[config.mk]
export PLATFORM = sky130hd
export DESIGN_NAME = vend_sequencer
export DESIGN_NICKNAME = d
export VERILOG_FILES = /design/src/rtl/vend_sequencer.sv
export SDC_FILE = /design/constraint.sdc
export NUM_CORES = 1
export LEC_CHECK = 0
export BUFFER_PORTS_ARGS = -buffer_cell sky130_fd_sc_hd__buf_4
export CORE_MARGIN = 3
export CORE_UTILIZATION = 40
export CTS_CLUSTER_DIAMETER = 40
export CTS_CLUSTER_SIZE = 10
export DETAILED_ROUTE_END_ITERATION = 16
export PLACE_DENSITY = 0.57
export SLEW_MARGIN = 20
export SYNTH_ARGS = -nofsm -noshare
export SYNTH_HDL_FRONTEND = slang
export SYNTH_SLANG_ARGS = --single-unit
[constraint.sdc]
create_clock -name clk -period 8 [get_ports clk]
set_input_delay 2.4 -clock clk [delete_from_list [all_inputs] [get_ports clk]]
set_output_delay 2.4 -clock clk [all_outputs]
set_load 0.03 [all_outputs]
[src/rtl/vend_sequencer.sv]
// vend_sequencer
//   Transaction controller for the vending machine datapath. Collects coin and
//   selection events into a running credit, checks selections against the
//   external price table, issues a one-cycle vend command and pays out change
//   (or a cancel refund) one coin at a time over a valid/ready handshake.
//
// Ports
//   clk, rst_n                   clock, asynchronous active-low reset
//   coin_valid, coin_code        inserted coin pulse and denomination code
//   sel_valid, sel_idx           item button pulse and item index
//   cancel                       refund request pulse
//   price_idx, price_data        price table address (= sel_idx) and price
//   vend_valid, vend_idx         one-cycle vend command and item
//   coin_out_valid/ready/code    hopper handshake and coin to eject
//   credit, disp_value           current credit and display value (cents)
//   reject, reject_code          refused-event pulse and reason
//   busy                         high while vending or paying out
module vend_sequencer #(
    parameter int unsigned MAX_CREDIT = 500,
    parameter int unsigned CW         = 9
) (
    input  logic          clk,
    input  logic          rst_n,
    input  logic          coin_valid,
    input  logic [2:0]    coin_code,
    input  logic          sel_valid,
    input  logic [3:0]    sel_idx,
    input  logic          cancel,
    output logic [3:0]    price_idx,
    input  logic [CW-1:0] price_data,
    output logic          vend_valid,
    output logic [3:0]    vend_idx,
    output logic          coin_out_valid,
    input  logic          coin_out_ready,
    output logic [2:0]    coin_out_code,
    output logic [CW-1:0] credit,
    output logic [CW-1:0] disp_value,
    output logic          reject,
    output logic [1:0]    reject_code,
    output logic          busy
);

    typedef enum logic [1:0] {IDLE, HOLD, VEND, PAYOUT} stateT;

    localparam logic [CW:0] maxSum = (CW+1)'(MAX_CREDIT);

    function automatic logic [CW-1:0] coinValue(input logic [2:0] code);
        case (code)
            3'd0:    return CW'(5);
            3'd1:    return CW'(10);
            3'd2:    return CW'(25);
            3'd3:    return CW'(50);
            3'd4:    return CW'(100);
            3'd5:    return CW'(500);
            default: return '0;
        endcase
    endfunction

    function automatic logic [2:0] largestCoin(input logic [CW-1:0] amount);
        if (amount >= CW'(500))     return 3'd5;
        else if (amount >= CW'(100)) return 3'd4;
        else if (amount >= CW'(50))  return 3'd3;
        else if (amount >= CW'(25))  return 3'd2;
        else if (amount >= CW'(10))  return 3'd1;
        else                         return 3'd0;
    endfunction

    stateT         state, stateNext;
    logic [CW-1:0] creditReg, creditNext;
    logic [CW-1:0] dispReg, dispNext;
    logic [CW-1:0] changeReg, changeNext;
    logic [3:0]    vendIdxReg, vendIdxNext;
    logic          rejectReg, rejectNext;
    logic [1:0]    rejectCodeReg, rejectCodeNext;

    logic [CW:0]   coinSum;
    logic          coinOk;
    logic          selBad;
    logic [2:0]    payCode;
    logic [CW-1:0] changeLeft;

    // Sum kept one bit wider so an overflowing insertion cannot wrap past the ceiling.
    assign coinSum    = {1'b0, creditReg} + {1'b0, coinValue(coin_code)};
    assign coinOk     = (coin_code <= 3'd5) && (coinSum <= maxSum);
    assign selBad     = (sel_idx > 4'd8) || (price_data == '0);
    assign payCode    = largestCoin(changeReg);
    assign changeLeft = changeReg - coinValue(payCode);

    always_ff @(posedge clk or negedge rst_n) begin
        if (!rst_n) begin
            state         <= IDLE;
            creditReg     <= '0;
            dispReg       <= '0;
            changeReg     <= '0;
            vendIdxReg    <= '0;
            rejectReg     <= 1'b0;
            rejectCodeReg <= '0;
        end else begin
            state         <= stateNext;
            creditReg     <= creditNext;
            dispReg       <= dispNext;
            changeReg     <= changeNext;
            vendIdxReg    <= vendIdxNext;
            rejectReg     <= rejectNext;
            rejectCodeReg <= rejectCodeNext;
        end
    end

    always_comb begin
        stateNext      = state;
        creditNext     = creditReg;
        dispNext       = dispReg;
        changeNext     = changeReg;
        vendIdxNext    = vendIdxReg;
        rejectNext     = 1'b0;
        rejectCodeNext = '0;

        case (state)
            IDLE, HOLD: begin
                // Cancel wins the cycle even in IDLE, where it does nothing;
                // any select/coin arriving alongside it is dropped.
                if (cancel) begin
                    if (state == HOLD) begin
                        changeNext = creditReg;
                        creditNext = '0;
                        dispNext   = creditReg;
                        stateNext  = PAYOUT;
                    end
                end else if (sel_valid) begin
                    if (state == IDLE) begin
                        dispNext = price_data;
                        if (selBad) begin
                            rejectNext     = 1'b1;
                            rejectCodeNext = 2'd2;
                        end
                    end else if (selBad) begin
                        rejectNext     = 1'b1;
                        rejectCodeNext = 2'd2;
                    end else if (creditReg < price_data) begin
                        rejectNext     = 1'b1;
                        rejectCodeNext = 2'd1;
                        dispNext       = price_data;
                    end else begin
                        changeNext  = creditReg - price_data;
                        dispNext    = creditReg - price_data;
                        creditNext  = '0;
                        vendIdxNext = sel_idx;
                        stateNext   = VEND;
                    end
                end else if (coin_valid) begin
                    if (coinOk) begin
                        creditNext = coinSum[CW-1:0];
                        dispNext   = coinSum[CW-1:0];
                        stateNext  = HOLD;
                    end else begin
                        rejectNext     = 1'b1;
                        rejectCodeNext = 2'd0;
                    end
                end
            end
            VEND: begin
                stateNext = (changeReg != '0) ? PAYOUT : IDLE;
                if (coin_valid || sel_valid) begin
                    rejectNext     = 1'b1;
                    rejectCodeNext = 2'd3;
                end
            end
            PAYOUT: begin
                if (coin_out_ready) begin
                    changeNext = changeLeft;
                    dispNext   = changeLeft;
                    if (changeLeft == '0) stateNext = IDLE;
                end
                if (coin_valid || sel_valid) begin
                    rejectNext     = 1'b1;
                    rejectCodeNext = 2'd3;
                end
            end
            default: stateNext = IDLE;
        endcase
    end

    assign price_idx      = sel_idx;
    assign vend_valid     = (state == VEND);
    assign vend_idx       = vendIdxReg;
    assign coin_out_valid = (state == PAYOUT);
    assign coin_out_code  = (state == PAYOUT) ? payCode : 3'd0;
    assign credit         = creditReg;
    assign disp_value     = dispReg;
    assign reject         = rejectReg;
    assign reject_code    = rejectCodeReg;
    assign busy           = (state == VEND) || (state == PAYOUT);

endmodule

# Word level (Yosys, flattened, before mapping)
# Cells that the tools add are included.
# totals
register_bits	36
out_inout_bits	35
wordCells	133
# op_classes
n_addsub	3
order_cmp	9
n_eq_ne	30
mux	60
bitwise	4
reduce_logical	20
# ops
op	n
$mux W9	20
$pmux W9 S6	2
$mux W2	19
$pmux W9 S2	2
$ne A3 B3 Y1 const B	8
$ne A4 B4 Y1 const B	5
$logic_not A9 Y1	2
$sub A9 B9 Y9	2
$reduce_and A7 Y1	2
$eq A3 B2 Y1 const B	4
$eq A3 B3 Y1 const B	4
$reduce_and A6 Y1	2
$mux W1	11
$add A9 B9 Y10	1
$le A10 B9 Y1 const B	1
$ge A9 B4 Y1 const B	1
$ge A9 B5 Y1 const B	1
$ge A9 B6 Y1 const B	1
$ge A9 B7 Y1 const B	1
$ge A9 B9 Y1 const B	1
$lt A9 B9 Y1	1
$mux W3	3
$reduce_bool A9 Y1	1
$reduce_and A8 Y1	1
other kinds (18)	30

# Longest topological paths before layout
# Gate-level depths: netlist (run 1).
# logic_depth
word_depth	13
mapped_depth	14
mapped_depth_nobuf	14

# Worst setup path before layout (run 1)
# No wires, ideal clock.
# synth_timing
path_type	input to register
start	input coin_code[1]
end	register state[0]
setup_time_ns	0.139
t_arrival_ns	5.073
t_required_ns	7.861
setup_slack_ns	2.789
path_stages	11
n_path_buf	1
cell_sequence	clkbuf_1 nor2b_1 a21o_1 ha_1 o21ai_1 o21a_1 or3_4 a2111oi_4 a21boi_1 o221a_1 or4b_1
# synth_between
elab_chain_len	7
# synth_rtl
item	line_no	source
start: declaration	25	input logic [2:0] coin_code,
$eq A3 B3 Y1, or another cell as far along	48	case (code)
$pmux W9 S6	48	
$add A9 B9 Y10	83	assign coinSum = {1'b0, creditReg} + {1'b0, coinValue(coin_code)};
$le A10 B9 Y1	84	assign coinOk = (coin_code <= 3'd5) && (coinSum <= maxSum);
$logic_and A1 B1 Y1 *	84	
$ne A4 B4 Y1 (no line) *	n/a	
$reduce_and A8 Y1 (no line) *	n/a	
end signal: assignment	99	state <= stateNext;
end: declaration	68	stateT state, stateNext;
# Every way passes the cells marked *; elsewhere a longest branch is shown, timed or not.
# A chain may end at the register's enable or synchronous reset.

# Final worst setup path (run 1)
# layout_timing
start	input coin_code[2]
end	register dispReg[3] (netlist: disp_value[3])
# layout_between
elab_chain_len	8
# layout_rtl
item	line_no	source
parallel branches: the longest is 8 deep, another holds $add A9 B9 Y10	n/a	
end signal: assignment	101	dispReg <= dispNext;
end: declaration	70	logic [CW-1:0] dispReg, dispNext;
# Parallel ways; which one is timed is not known. The select of a mux whose other input is x is not followed.

==> results.txt, run 1 <==
----------------------------------------------------
[Outcome]
  Status ... complete, no violations

[Setup path]
  Register-to-register setup slack ... 4250 ps
  Type of element launching the critical path ... input pin
  Origin of the critical flop-to-flop path ... changeReg[2]
  Critical Path RT ... approximately 8200 ps
  Worst EP arrival ... 5420 ps
  Maximum fanout count along the critical path ... 9
  Worst R2R End ... state[0]
  Critical setup path kind ... in2reg
  Worst R2R Path Depth ... 14
  Launch point of the worst path ... coin_code[2]
  CP Capture Type ... flop

[Floorplanning]
  Core Rows ... 34
  Horizontal die dimension ... 103 um
  Core Region ... 8890 um2
  Total I/O pin count ... 57
  Starting Density ... 41.9%
  Height of the die ... 103 um
  Area of the die ... 10500 um2

[Final layout]
  Antenna diode instance count ... 0
  Final layout net count ... 547
  Post-Route Utilization ... 48.3%
  Post-synthesis to final-layout area growth ... 15.1%
  Layout cell share with drive strength beyond 1 ... 18.1%
  Post-route cell area ... 4290 um2
  Fill cell total of the finished layout ... 879

[Hold path]
  Hold Path Sink ... disp_value[8]
  Number of cells traversed by the worst hold path ... 1
  Class of the tightest hold or removal check ... reg2reg
  Hold wc startpoint ... disp_value[8]

[Synthesis]
  Post-synth EDFFs ... 0
  Largest area contributor in the netlist ... dfrtp_1
  Leading cell type by number of instances after synthesis ... nand2_1
  Mean cell area of the mapped netlist ... roughly 8.2 um2
  Sequential-to-total area share from yosys stat ... approximately a quarter
  Top cell type's share of synthesized area ... between 20% and 30%
  Net count after synthesis ... approximately 500
  Ys flop type ... dfrtp_1
  Top cells by count, synth ... nand2_1 (39), dfrtp_1 (36), a21oi_1 (33), nor2_1 (32), inv_1 (28)
  Number of distinct standard cells referenced by the synthesized netlist ... 75
  Share of flip-flops with an asynchronous set or reset ... 100%
  Post-synthesis cell count ... 455
  Count of state elements after synthesis ... 36
  Ys Warns ... 0
  Synth Cell Area ... 3730 um2
  Dominant cells by area after synthesis ... dfrtp_1 (24%), ha_1 (8.7%), a21oi_1 (4.4%), mux2_2 (4.2%), nand2_1 (3.9%)

[Global route]
  Largest net degree at the start of global routing ... 37
  Via count of the first global-routing pass ... 3458
  GRT overflow ... 0
  Global-route wire length before repair ... 18200 um
  GRT Util Overall ... 22.5%
  Number of antenna violations at the first check in global routing ... 0

[Clock network]
  Maximum number of buffers from clock root to sink ... 2
  Clock Root Buffer ... clkbuf_8
  Clock latency on the worst-skew pair ... about 290 ps
  Number of buffers added to fix hold violations after cts ... 0
  # Post-CTS Setup Buffers ... 0
  Clock tree from TritonCTS ... built
  CTS H-tree depth ... 2
  Clock-pin slew on the worst setup and hold paths ... 70 ps
  CTS resizes ... 0
  Number of clock buffers inserted by TritonCTS ... 5
  Clock sink total ... 36

[Timing]
  Sum of negative setup slack ... 0 ps
  Total setup violations reported at the end of the flow ... 0
  Peak Freq ... 191 MHz
  Minimum clock period after layout ... roughly 5200 ps
  Count of endpoints failing hold in the final timing report ... 0
  Final number of max-transition violations ... 0
  Period utilisation layout ... between 60% and 70%
  Worst clock skew ... 5.30 ps
  Slew at the pin closest to its max-slew limit ... 1060 ps
  RSZ-0062 raised after global routing ... no
  Worst slew margin relative to its limit ... ~29%

[Drt]
  Post-route antenna net violation count ... 0
  Total via count after detailed routing ... 3708
  Detailed-routing iteration count for the pre-antenna-repair pass ... 5
  Via density ... between 6 and 7
  1st-iter DRT viols ... 369
  Total DRC errors in the routed layout ... 0
  Detail-routed net length per standard cell ... 19.2 um
  Wire length reported by the detailed router ... 11600 um

[Pwr]
  Leakage power of the design ... a little under 2 nW
  Power per standard cell area ... 441 nW/um2
  VDD IR-drop max ... 0.165 mV

[Placement]
  Port-buffer cells ... 56
  GPL Wtd Cong ... 0.863
  Placed cell areas ... ~4200 um2
  Final HPWL DP ... 9220 um

[Job]
  Max-capacitance violation count ... 0

----------------------------------------------------
[stage by stage]
step | hold WS [ps] | setup slack [ps] | power [mW] | std cells
after global routing | 514 | 2480 | 2.04 | 605
after floorplan | 501 | 2790 | 1.32 | 455
after global placement | 475 | 2580 | 1.71 | 597
after CTS | 492 | 2730 | 1.88 | 605
final | 487 | 2760 | 1.89 | 605
after detailed placement | 476 | 2440 | 1.71 | 597
[logic make-up after synthesis]
kind of cell | share of synthesized area [%]
xor gates and xnor gates | 2.11
DFF | 24.2
adders and majority gates | 10.3
and+or+nand+nor | 20.6
AOI/OAI and AO/OA | 29.3
buffers and inverters | 5.60
muxes | 7.89
[critical path, cell delays in order]
cell and delay, ps:
buf_4 130, nor2b_1 300, nor2_1 80, ha_1 390, a211oi_1 450, o21ai_0 180, a211oi_1 420, nor3b_1 120
nand2_1 150, a21o_1 390, mux2_2 380
[routing by layer]
metal | wire [um] | track usage [%] | share of wire, %
met5 | 0 | 0 | 0
met4 | 144 | 4.54 | 1.2
met3 | 781 | 2.77 | 6.7
met2 | 4960 | 33.4 | 43
met1 | 5710 | 34.9 | 49
[power by group]
part           switching, mW  internal, mW  total [mW]
Clock                 0.0648        0.0924       0.157
Sequential            0.0992         0.258       0.357
Combinational          0.827         0.549        1.38
Total                  0.991         0.900        1.89
[registers in the layout, summed over array words and instances (netlist names)]
signal	count
reject	1
disp_value	9
changeReg	9
state	2
credit	9
reject_code	2
vend_idx	4
[cell usage in the layout, fill, tap and decap left out, types with 5 or more instances in the layout]
cell,instances
a211oi_1,5
a21boi_0,5
a21o_1,6
a21oi_1,33
a22o_1,10
a31oi_1,8
buf_4,56
clkbuf_8,5
dfrtp_1,36
ha_1,26
inv_1,28
mux2_1,5
mux2_2,14
mux2i_1,8
nand2_1,39
nand2b_1,9
nand3_1,11
nor2_1,32
nor2b_1,9
nor3_1,14
o211ai_1,5
o21a_1,12
o21ai_0,25
o31ai_1,5
or3_1,5
xor2_1,6
[area by class of cell]
cell class	count	area [um2]	share of cell area [%]
inverter	29	109	2.54
clock inverter	2	35.0	0.816
multi-input combinational	368	2620	61.0
sequential	36	901	21.0
tap	108	135	3.15
clock buffer	6	72.6	1.69
timing repair buffer	56	420	9.80
[worst max path at each step]
| stage | to | slack (ps) | cells past startpoint |
|---|---|---|---|
| after detailed placement | disp_value[7] | 2440 | 11 |
| final | disp_value[3] | 2760 | 11 |
| after CTS | disp_value[7] | 2730 | 11 |
| after floorplan | state[0] | 2790 | 11 |
| after global placement | credit[3] | 2580 | 11 |
| after global routing | disp_value[0] | 2480 | 11 |
Power figures use the tool's default switching activity.
==> run 2: changes to the inputs <==
ABC_AREA = 1   (was default)
PLACE_DENSITY = 0.58   (was 0.57)
clock period = 4.5 ns   (was 8 ns; I/O delays follow)
==> run 2 against run 1 <==
Against the previous run:
- count of clock-buffer cells in the layout stayed put
- power is 69% higher
- die area is 13% higher
- final cell count is 40% higher
- core utilization is 0.52 points lower
==> results.txt, run 2 <==
----------------------------------------------------
[Outcome]
  Status ... complete, no violations

[Synthesis]
  Leading cell type by number of instances after synthesis ... nand2_1
  Dominant cells by area after synthesis ... dfrtp_1 (21%), nand2_1 (21%), inv_1 (9.2%), ha_1 (7.7%), nand3_1 (6.6%)
  Top cell type's share of synthesized area ... 21.3%
  Post-synth EDFFs ... 0
  Net count after synthesis ... 717
  Share of flip-flops with an asynchronous set or reset ... 100%
  Mean cell area of the mapped netlist ... approximately 6.4 um2
  Ys Warns ... 0
  Count of state elements after synthesis ... 36
  Largest area contributor in the netlist ... dfrtp_1
  Number of distinct standard cells referenced by the synthesized netlist ... 48
  Ys flop type ... dfrtp_1
  Synth Cell Area ... 4240 um2
  Post-synthesis cell count ... 666
  Top cells by count, synth ... nand2_1 (234), inv_1 (104), nand3_1 (56), nor2_1 (45), dfrtp_1 (36)
  Sequential-to-total area share from yosys stat ... 21.3%

[Clock network]
  Number of buffers added to fix hold violations after cts ... 0
  CTS H-tree depth ... 2
  Clock-pin slew on the worst setup and hold paths ... 80 ps
  Clock Root Buffer ... clkbuf_8
  Clock sink total ... 36
  Number of clock buffers inserted by TritonCTS ... 5
  Clock latency on the worst-skew pair ... between 200 and 300 ps
  # Post-CTS Setup Buffers ... 0
  Maximum number of buffers from clock root to sink ... 2
  CTS resizes ... 0
  Clock tree from TritonCTS ... built

[Floorplanning]
  Area of the die ... 11900 um2
  Horizontal die dimension ... 109 um
  Core Rows ... 36
  Height of the die ... 109 um
  Starting Density ... 42.2%
  Total I/O pin count ... 57
  Core Region ... 10000 um2

[Drt]
  Total via count after detailed routing ... 4241
  Uppermost metal layer occupied by signal nets ... met4
  Total DRC errors in the routed layout ... 0
  Detail-routed net length per standard cell ... between 10 and 15 um
  Routed length on met2 ... 5780 um
  Wire length reported by the detailed router ... approximately 12000 um
  Metal1 wirelength ... 5460 um
  1st-iter DRT viols ... 249
  Post-route antenna net violation count ... 0
  Via density ... 5.01
  Detailed-routing iteration count for the pre-antenna-repair pass ... 5
  Routed wire length on met3 ... 462 um

[Timing]
  Final WS setup ... around 1100 ps
  Slew at the pin closest to its max-slew limit ... 490 ps
  Worst clock skew ... 10.6 ps
  Period utilisation layout ... 75.1%
  RSZ-0062 raised after global routing ... no
  Worst slew margin relative to its limit ... 67.3%
  Count of endpoints failing hold in the final timing report ... 0
  Final number of max-transition violations ... 0
  Total setup violations reported at the end of the flow ... 0
  Minimum clock period after layout ... 3380 ps
  Peak Freq ... 296 MHz
  Sum of negative setup slack ... 0 ps

[Hold path]
  Hold wc startpoint ... disp_value[4]
  Number of cells traversed by the worst hold path ... 2
  Class of the tightest hold or removal check ... reg2reg
  Hold Path Sink ... disp_value[4]

[Setup path]
  Worst R2R End ... state[0]
  CP Capture Type ... output pin
  Worst EP arrival ... 2030 ps
  Critical setup path kind ... reg2out
  Type of element launching the critical path ... flop
  Worst R2R Path Depth ... 26
  Critical Path RT ... 3150 ps
  Register-to-register setup slack ... 1230 ps
  Origin of the critical flop-to-flop path ... changeReg[8]
  Maximum fanout count along the critical path ... 5

[Global route]
  Via count of the first global-routing pass ... 4164
  GRT overflow ... 0
  Number of antenna violations at the first check in global routing ... 0
  GRT Util Overall ... 21.6%
  Global-route wire length before repair ... 20300 um
  Largest net degree at the start of global routing ... 37

[Final layout]
  Most frequent cells in the layout ... nand2_1 (234), inv_1 (104), buf_4 (57)
  Post-Route Utilization ... a little under half
  Layout cell share with drive strength beyond 1 ... 18.2%
  Post-synthesis to final-layout area growth ... 13.2%
  Antenna diode instance count ... 0
  Fill cell total of the finished layout ... 1071
  Sequential standard cell area ... 901 um2
  Area taken by multi-input logic gates ... about 2800 um2
  Post-route non-filler standard cell count ... 846
  Most frequent standard cell in the layout excluding fill and tap cells ... nand2_1
  Final layout net count ... 763

[Pwr]
  Leakage power of the design ... 2.81 nW
  VDD IR-drop max ... 0.300 mV
  Pwr Total ... 3.20 mW
  Power per standard cell area ... approximately 670 nW/um2

[Placement]
  Port-buffer cells ... 56
  Cell total after placement ... 838
  GPL Wtd Cong ... 0.901
  Worst setup slack after placement ... 849 ps
  Final HPWL DP ... 10100 um

[Job]
  Max-capacitance violation count ... 0

----------------------------------------------------
run 2: cell types whose count changed after synthesis, moves of 10 or more:
cell and delta:
a22o_1 -10, nor3_1 -12, clkbuf_1 -12, nand2_1 +195
nand2_2 +13, nand3_2 +13, nor2_1 +13, nand3_1 +45
a21oi_1 -13, inv_1 +76, mux2_2 -10, nand4_1 +10
o21a_1 -11
run 2: cell families (layout without fill, tap and decap cells):
kind of cell / count (synthesis) / in the layout / share of synthesized area [%]
AO/OA/AOI/OAI: 60 / 60 / 8.74
XOR/XNOR: 6 / 6 / 1.24
multiplexers: 4 / 4 / 1.06
adder cells (fa/ha/maj): 29 / 29 / 9.09
buffers and inverters: 127 / 174 / 13.2
AND/OR/NAND/NOR: 404 / 404 / 45.4
flip-flops: 36 / 36 / 21.3
run 2: metrics by stage:
step,instance area (um2),hold WS (ps)
floorplan,4240,453
global placement,4700,460
finish,4800,480
detailed placement,4700,464
global route,4800,515
CTS,4800,484
run 2: worst max-delay path by stage:
stage / to / cells after the start / slack (ps) / from
after floorplan: state[0] / 18 / 1180 / coin_code[0]
after global placement: disp_value[0] / 18 / 840 / coin_code[2]
after detailed placement: disp_value[0] / 18 / 850 / coin_code[2]
after CTS: coin_out_code[0] / 10 / 1090 / changeReg[1]
after global routing: state[0] / 24 / 670 / changeReg[1]
final: coin_out_code[0] / 12 / 1120 / changeReg[8]
run 2: final cells by class:
cell class,count,share of cell area [%]
repair buffers,57,8.92
clock buffers,6,1.72
flip-flops and latches,36,18.8
clock inverters,2,0.287
multi-input cells,503,57.9
well taps,133,3.47
inverters,109,8.92
run 2: routing by layer:
metal,global-route usage (%),vias to the layer above
li1,-,2206
met1,28.2,1932
met2,36.8,80
met3,2.96,23
met4,7.03,0
met5,0,-
run 2: worst max-delay path, cell delays in order, from the launching register on:
cell and delay [ps]:
dfrtp_1 450, inv_1 80, nand2_1 70, inv_1 70
nand2_1 70, a21oi_1 210, nand2_1 100, nand2_1 70
inv_1 60, nor2_1 210, nor2_1 90, nor2_1 100
buf_4 170
run 2: power breakdown:
| part | internal, mW | switching (mW) |
|---|---|---|
| registers | 0.454 | 0.164 |
| clock network | 0.125 | 0.123 |
| logic | 0.810 | 1.52 |
| total | 1.39 | 1.81 |
